--- src/rtl/spi_master.sv ---
// spi_master: parametrised SPI master with runtime CPOL/CPHA, fixed SCK divider,
// configurable word width, MSB/LSB-first order and multiple active-low chip selects.
// Ports:
//   clk, rst          system clock, synchronous active-high reset
//   start             transfer request, accepted only when idle
//   cpol, cpha        SPI mode, latched on accept
//   lsb_first         bit order, latched on accept
//   cs_sel            chip-select index, latched on accept (out of range selects none)
//   tx_data           word to send, latched on accept
//   rx_data           last received word, updated with done
//   busy              high while a transfer is in progress
//   done              one-cycle pulse when a transfer completes
//   sck, mosi, miso   SPI serial interface
//   cs_n              active-low chip selects
module spi_master #(
  parameter int unsigned DATA_W  = 8,
  parameter int unsigned CLK_DIV = 2,
  parameter int unsigned NUM_CS  = 1,
  localparam int unsigned CS_W   = (NUM_CS > 1) ? $clog2(NUM_CS) : 1
) (
  input  logic              clk,
  input  logic              rst,
  input  logic              start,
  input  logic              cpol,
  input  logic              cpha,
  input  logic              lsb_first,
  input  logic [CS_W-1:0]   cs_sel,
  input  logic [DATA_W-1:0] tx_data,
  output logic [DATA_W-1:0] rx_data,
  output logic              busy,
  output logic              done,
  output logic              sck,
  output logic              mosi,
  input  logic              miso,
  output logic [NUM_CS-1:0] cs_n
);

  localparam int unsigned DIV_W  = (CLK_DIV > 1) ? $clog2(CLK_DIV) : 1;
  localparam int unsigned EDGE_W = $clog2(2 * DATA_W);

  typedef enum logic [1:0] {
    IDLE  = 2'd0,
    SETUP = 2'd1,
    XFER  = 2'd2,
    HOLD  = 2'd3
  } state_t;

  state_t              state;
  state_t              state_nxt;
  logic [DIV_W-1:0]    div_cnt;
  logic [EDGE_W-1:0]   edge_cnt;
  logic                cpol_q;
  logic                cpha_q;
  logic                lsb_q;
  logic [DATA_W-1:0]   tx_sr;
  logic [DATA_W-1:0]   rx_sr;

  logic div_last;
  logic last_edge;
  logic leading;
  logic sample_edge;
  logic drive_edge;
  logic tx_head;

  // Edge bookkeeping: edge_cnt holds the zero-based index of the next SCK edge,
  // so an even count means the upcoming edge is a leading one.
  assign div_last    = (div_cnt == DIV_W'(CLK_DIV - 1));
  assign last_edge   = (edge_cnt == EDGE_W'(2 * DATA_W - 1));
  assign leading     = ~edge_cnt[0];
  assign sample_edge = cpha_q ? ~leading : leading;
  // With CPHA=0 the first bit goes out on accept, so the final trailing edge drives nothing.
  assign drive_edge  = cpha_q ? leading : (~leading & ~last_edge);
  assign tx_head     = lsb_q ? tx_sr[0] : tx_sr[DATA_W-1];

  // State register
  always_ff @(posedge clk) begin
    if (rst) begin
      state <= IDLE;
    end else begin
      state <= state_nxt;
    end
  end

  // Next-state logic
  always_comb begin
    state_nxt = state;
    case (state)
      IDLE:    if (start) state_nxt = SETUP;
      SETUP:   if (div_last) state_nxt = XFER;
      XFER:    if (div_last && last_edge) state_nxt = HOLD;
      HOLD:    if (div_last) state_nxt = IDLE;
      default: state_nxt = IDLE;
    endcase
  end

  // Datapath and registered outputs
  always_ff @(posedge clk) begin
    if (rst) begin
      div_cnt  <= '0;
      edge_cnt <= '0;
      cpol_q   <= 1'b0;
      cpha_q   <= 1'b0;
      lsb_q    <= 1'b0;
      tx_sr    <= '0;
      rx_sr    <= '0;
      rx_data  <= '0;
      busy     <= 1'b0;
      done     <= 1'b0;
      sck      <= 1'b0;
      mosi     <= 1'b0;
      cs_n     <= '1;
    end else begin
      done <= 1'b0;
      busy <= (state_nxt != IDLE);
      case (state)
        IDLE: begin
          div_cnt  <= '0;
          edge_cnt <= '0;
          sck      <= cpol_q;
          if (start) begin
            cpol_q <= cpol;
            cpha_q <= cpha;
            lsb_q  <= lsb_first;
            sck    <= cpol;
            rx_sr  <= '0;
            for (int i = 0; i < NUM_CS; i++) begin
              cs_n[i] <= (cs_sel != CS_W'(i));
            end
            if (cpha) begin
              tx_sr <= tx_data;
            end else begin
              mosi  <= lsb_first ? tx_data[0] : tx_data[DATA_W-1];
              tx_sr <= lsb_first ? (tx_data >> 1) : (tx_data << 1);
            end
          end
        end
        SETUP: begin
          div_cnt <= div_last ? '0 : div_cnt + DIV_W'(1);
        end
        XFER: begin
          div_cnt <= div_last ? '0 : div_cnt + DIV_W'(1);
          if (div_last) begin
            sck      <= ~sck;
            edge_cnt <= last_edge ? '0 : edge_cnt + EDGE_W'(1);
            if (sample_edge) begin
              rx_sr <= lsb_q ? {miso, rx_sr[DATA_W-1:1]} : {rx_sr[DATA_W-2:0], miso};
            end
            if (drive_edge) begin
              mosi  <= tx_head;
              tx_sr <= lsb_q ? (tx_sr >> 1) : (tx_sr << 1);
            end
          end
        end
        HOLD: begin
          div_cnt <= div_last ? '0 : div_cnt + DIV_W'(1);
          sck     <= cpol_q;
          if (div_last) begin
            cs_n    <= '1;
            rx_data <= rx_sr;
            done    <= 1'b1;
          end
        end
        default: ;
      endcase
    end
  end

endmodule
--- config.mk ---
export PLATFORM = sky130hd
export DESIGN_NAME = spi_master
export DESIGN_NICKNAME = d
export VERILOG_FILES = /design/src/rtl/spi_master.sv
export SDC_FILE = /design/constraint.sdc
export NUM_CORES = 1
export LEC_CHECK = 0
export CORE_ASPECT_RATIO = 1.75
export CORE_UTILIZATION = 45
export CTS_CLUSTER_DIAMETER = 60
export DETAILED_ROUTE_END_ITERATION = 10
export PLACE_DENSITY = 0.78
export SLEW_MARGIN = 15
export SYNTH_ARGS = -nofsm -noshare
export SYNTH_HDL_FRONTEND = slang
export SYNTH_SLANG_ARGS = --single-unit
export TNS_END_PERCENT = 30
--- constraint.sdc ---
create_clock -name clk -period 2.4 [get_ports clk]
set_input_delay 0.48 -clock clk [delete_from_list [all_inputs] [get_ports clk]]
set_output_delay 0.48 -clock clk [all_outputs]
set_load 0.02 [all_outputs]
==> impl_results.html <==
<table>
<tr><th>Metric</th><th>Value</th></tr>
<tr><th colspan="2">Run status</th></tr>
<tr><td>Run status</td><td>completed</td></tr>
<tr><th colspan="2">Power and ir drop</th></tr>
<tr><td>Part of the total power dissipated in the clock network</td><td>0.314</td></tr>
<tr><td>Pwr/cell area</td><td>563.3 nW/um^2</td></tr>
<tr><td>Leakage</td><td>0.9039 nW</td></tr>
<tr><td>Proportion of power drawn by flip-flops and latches</td><td>0.515</td></tr>
<tr><td>Maximum vdd ir drop</td><td>0.5137 mV</td></tr>
<tr><td>Switching part of the total power</td><td>0.2770</td></tr>
<tr><td>Switching power</td><td>0.3829 mW</td></tr>
<tr><td>Pint</td><td>0.9993 mW</td></tr>
<tr><td>Comb power frac</td><td>0.171</td></tr>
<tr><th colspan="2">Place</th></tr>
<tr><td>Final weighted congestion of routability-driven global placement</td><td>0.8232</td></tr>
<tr><td>Placed wire-length estimate</td><td>3.380 mm</td></tr>
<tr><td>Placed instance area</td><td>2369 sq um</td></tr>
<tr><td>Number of input and output port buffers inserted</td><td>28</td></tr>
<tr><td>Worst slack after detailed placement</td><td>0.3183 ns</td></tr>
<tr><th colspan="2">Global route</th></tr>
<tr><td>Number of antenna violations at the first check in global routing</td><td>0</td></tr>
<tr><td>Vias in the first global route</td><td>1,714</td></tr>
<tr><td>Global route overflow</td><td>0</td></tr>
<tr><td>Wire length of the first global-routing pass</td><td>7.465 mm</td></tr>
<tr><td>Overall fraction of global-route tracks in use</td><td>0.2066</td></tr>
<tr><td>Maximum number of pins on one net before global-route repair</td><td>19</td></tr>
<tr><th colspan="2">STA</th></tr>
<tr><td>Crit path setup slack, layout</td><td>0.4113 ns</td></tr>
<tr><td>Highest attainable clock frequency</td><td>502.8 MHz</td></tr>
<tr><td>Worst clock skew</td><td>0.003838 ns</td></tr>
<tr><td>Worst slew slack as a fraction of its limit</td><td>0.5805</td></tr>
<tr><td>Setup total negative slack</td><td>0 ns</td></tr>
<tr><td>Final clock period utilization by the worst path</td><td>0.8286</td></tr>
<tr><td>Smallest hold slack</td><td>0.4559 ns</td></tr>
<tr><td># setup viols final</td><td>0</td></tr>
<tr><td>Max-slew violations</td><td>0</td></tr>
<tr><td>Worst Max-Slew Pin Slew</td><td>0.6285 ns</td></tr>
<tr><td>Unrepaired setup endpoints after global routing</td><td>false</td></tr>
<tr><td>Final critical delay including setup and external delays</td><td>1.989 ns</td></tr>
<tr><td>Count of endpoints failing hold in the final timing report</td><td>0</td></tr>
<tr><th colspan="2">Clock tree</th></tr>
<tr><td>Number of H-tree levels</td><td>2</td></tr>
<tr><td>Max clock buf depth</td><td>2</td></tr>
<tr><td>PostCTS Resize Cnt</td><td>0</td></tr>
<tr><td>Clock tree from TritonCTS</td><td>built</td></tr>
<tr><td>Worst-Skew Late Latency</td><td>0.29 ns</td></tr>
<tr><td>Number of clock sinks</td><td>39</td></tr>
<tr><td>Number of buffers created by CTS</td><td>5</td></tr>
<tr><td>Number of buffers inserted to repair setup after CTS</td><td>0</td></tr>
<tr><td>Clock transition at the register clock pins on the worst setup and hold paths after CTS</td><td>0.08 ns</td></tr>
<tr><td>Hold-fix buffer count after cts</td><td>0</td></tr>
<tr><td>Clock root buffer</td><td>sky130_fd_sc_hd__clkbuf_8</td></tr>
<tr><th colspan="2">Hold path</th></tr>
<tr><td>Class of the worst hold path</td><td>flop to flop</td></tr>
<tr><td>Worst Hold Launch</td><td>rx_data[2]$_SDFFE_PP0P_</td></tr>
<tr><td>Worst hold path endpoint</td><td>rx_data[2]$_SDFFE_PP0P_</td></tr>
<tr><td>Instance count along the most critical hold path</td><td>2</td></tr>
<tr><th colspan="2">Setup path</th></tr>
<tr><td>Worst reg2reg path endpoint</td><td>tx_sr[7]$_SDFFE_PP0P_</td></tr>
<tr><td>Worst EP required</td><td>2.62 ns</td></tr>
<tr><td>Crit-path max FO</td><td>9</td></tr>
<tr><td>Cell depth of the worst flop-to-flop path</td><td>5</td></tr>
<tr><td>Setup slack of the worst register-to-register path</td><td>0.41 ns</td></tr>
<tr><td>Type of the worst setup path</td><td>flop to flop</td></tr>
<tr><td>Crit path launch</td><td>edge_cnt[0]$_SDFFE_PP0P_</td></tr>
<tr><td>Type of element capturing the critical path</td><td>flop</td></tr>
<tr><td>Critical path arrival</td><td>2.21 ns</td></tr>
<tr><td>Kind of start point of the critical path</td><td>flop</td></tr>
<tr><td>Worst reg2reg path startpoint</td><td>edge_cnt[0]$_SDFFE_PP0P_</td></tr>
<tr><th colspan="2">Route</th></tr>
<tr><td>Number of antenna-violating nets in the routed design</td><td>0</td></tr>
<tr><td>Count of vias placed by the detailed router</td><td>1,795</td></tr>
<tr><td>Iteration-0 DRC Markers</td><td>27</td></tr>
<tr><td>Number of remaining DRC errors</td><td>0</td></tr>
<tr><td>Via count normalized by instance count</td><td>5.506</td></tr>
<tr><td>Iteration count of the initial detailed-routing pass</td><td>4</td></tr>
<tr><td>Total length of routed wires</td><td>4.560 mm</td></tr>
<tr><td>Mean routed wirelength per cell</td><td>13.99 um</td></tr>
<tr><th colspan="2">Logic synthesis</th></tr>
<tr><td>Avg Inst Size Synth</td><td>8.183 sq um</td></tr>
<tr><td>Number of standard cells after synthesis</td><td>248</td></tr>
<tr><td>Fraction of registers with async set/reset</td><td>0</td></tr>
<tr><td>Post-synthesis instance area</td><td>2029 sq um</td></tr>
<tr><td>Number of warnings printed during yosys synthesis</td><td>0</td></tr>
<tr><td>Portion of the post-synthesis area used by sequential elements</td><td>0.3847</td></tr>
<tr><td>Net count after synthesis</td><td>265</td></tr>
<tr><td>Count of cell types in the netlist</td><td>37</td></tr>
<tr><td>Number of enable-type register cells in the synthesized netlist</td><td>0</td></tr>
<tr><td>Dominant synthesized flop cell</td><td>sky130_fd_sc_hd__dfxtp_1</td></tr>
<tr><td>Post-synthesis sequential element count</td><td>39</td></tr>
<tr><th colspan="2">Die</th></tr>
<tr><td>Top Ports</td><td>29</td></tr>
<tr><td>Total die area</td><td>4793 sq um</td></tr>
<tr><td>Number of cell rows</td><td>32</td></tr>
<tr><td>Chip Width</td><td>52.77 um</td></tr>
<tr><td>Y dimension of the die</td><td>90.84 um</td></tr>
<tr><td>Core outline area</td><td>4364 sq um</td></tr>
<tr><td>Effective utilization at floorplan</td><td>0.4650</td></tr>
<tr><th colspan="2">Cells and area</th></tr>
<tr><td>N_diodes</td><td>0</td></tr>
<tr><td>Highest-count cells in the layout ignoring fill and taps</td><td>sky130_fd_sc_hd__dfxtp_1, sky130_fd_sc_hd__a21oi_1, sky130_fd_sc_hd__nand2_1</td></tr>
<tr><td>P&amp;R area growth vs syn</td><td>20.90%</td></tr>
<tr><td>Fin nets</td><td>291</td></tr>
<tr><td>Cell area after layout</td><td>2454 sq um</td></tr>
<tr><td>Final cell utilization of the core</td><td>0.5622</td></tr>
<tr><td>Most common library cell in the layout ignoring fill and taps</td><td>sky130_fd_sc_hd__dfxtp_1</td></tr>
<tr><td>Fraction of layout instances using a drive strength above 1</td><td>0.1091</td></tr>
<tr><th colspan="2">Job</th></tr>
<tr><td>Number of max-capacitance violations reported</td><td>0</td></tr>
</table>
[power groups by stage]
| stage | Sequential (mW) | Clock (mW) | Combinational [mW] |
|---|---|---|---|
| 2_1_floorplan | 0.714 | 0 | 0.164 |
| 3_3_place_gp | 0.725 | 0 | 0.234 |
| 3_5_place_dp | 0.726 | 0 | 0.237 |
| 4_1_cts | 0.711 | 0.446 | 0.238 |
| 5_1_grt | 0.715 | 0.468 | 0.258 |
| 6_report | 0.711 | 0.434 | 0.237 |
[cell type report]
class / count / area (sq um)
inverters: 10 / 37.54
well taps: 51 / 63.81
repair buffers: 38 / 355.3
flip-flops and latches: 39 / 780.7
clock buffers: 6 / 72.57
multi-input cells: 180 / 1131
fillers: 401 / 1911
clock inverters: 2 / 12.51
[logic make-up (layout without fill, tap and decap cells)]
family,after synthesis,count (layout),share of synthesized area
AO/OA/AOI/OAI,64,64,0.2004
XOR/XNOR,2,2,0.008633
adder cells (fa/ha/maj),1,1,0.006164
buffers and inverters,29,56,0.05795
flip-flops,39,39,0.3847
multiplexers,34,34,0.1745
AND/OR/NAND/NOR,79,79,0.1677
[worst max path at each step]
stage,to,slack (ns),cells past startpoint
6_report,tx_sr[7]$_SDFFE_PP0P_,0.41,5
2_1_floorplan,tx_sr[7]$_SDFFE_PP0P_,0.75,6
3_5_place_dp,tx_sr[3]$_SDFFE_PP0P_,0.32,5
3_3_place_gp,tx_sr[5]$_SDFFE_PP0P_,0.38,5
5_1_grt,tx_sr[7]$_SDFFE_PP0P_,0.30,5
4_1_cts,tx_sr[3]$_SDFFE_PP0P_,0.40,5
[cell usage after synthesis (4+ instances only)]
cell	count	area [sq um]
sky130_fd_sc_hd__dfxtp_1	39	780.8
sky130_fd_sc_hd__a21oi_1	32	160.2
sky130_fd_sc_hd__nand2_1	32	120.1
sky130_fd_sc_hd__nor2_1	28	105.1
sky130_fd_sc_hd__mux2i_1	25	250.2
sky130_fd_sc_hd__o21ai_0	12	60.06
sky130_fd_sc_hd__clkbuf_1	9	33.78
sky130_fd_sc_hd__inv_1	9	33.78
sky130_fd_sc_hd__mux2_2	8	90.09
sky130_fd_sc_hd__a311oi_1	7	61.31
sky130_fd_sc_hd__buf_2	7	35.03
sky130_fd_sc_hd__nand2b_1	4	25.02
sky130_fd_sc_hd__nand3_1	4	20.02
[worst max-delay path: stages, from the launching register on]
cell	delay [ns]
sky130_fd_sc_hd__dfxtp_1	0.39
sky130_fd_sc_hd__ha_1	0.26
sky130_fd_sc_hd__and3_1	0.23
sky130_fd_sc_hd__o211ai_2	0.41
sky130_fd_sc_hd__and2_1	0.40
sky130_fd_sc_hd__mux2i_1	0.23
[through the flow]
stage          total power [mW]  cells
2_1_floorplan            0.8779    248
3_3_place_gp             0.9591    318
3_5_place_dp             0.9624    318
4_1_cts                   1.394    326
5_1_grt                   1.441    326
6_report                  1.382    326
[flip-flops by register name, summed over array words and instances (netlist names)]
name and flops:
busy 1, cpha_q 1, cpol_q 1, cs_n 1, div_cnt 1, done 1, edge_cnt 4, lsb_q 1
mosi 1, rx_data 8, rx_sr 8, sck 1, state 2, tx_sr 8
[per-layer routing]
| metal | share of wire | wire, um | vias to the layer above | track usage |
|---|---|---|---|---|
| li1 | - | - | 917 | - |
| met1 | 0.40 | 1814 | 837 | 0.2013 |
| met2 | 0.55 | 2530 | 31 | 0.3755 |
| met3 | 0.024 | 111 | 10 | 0.04714 |
| met4 | 0.023 | 103 | 0 | 0.1096 |
| met5 | 0 | 0 | - | 0 |
Power figures use the tool's default switching activity.
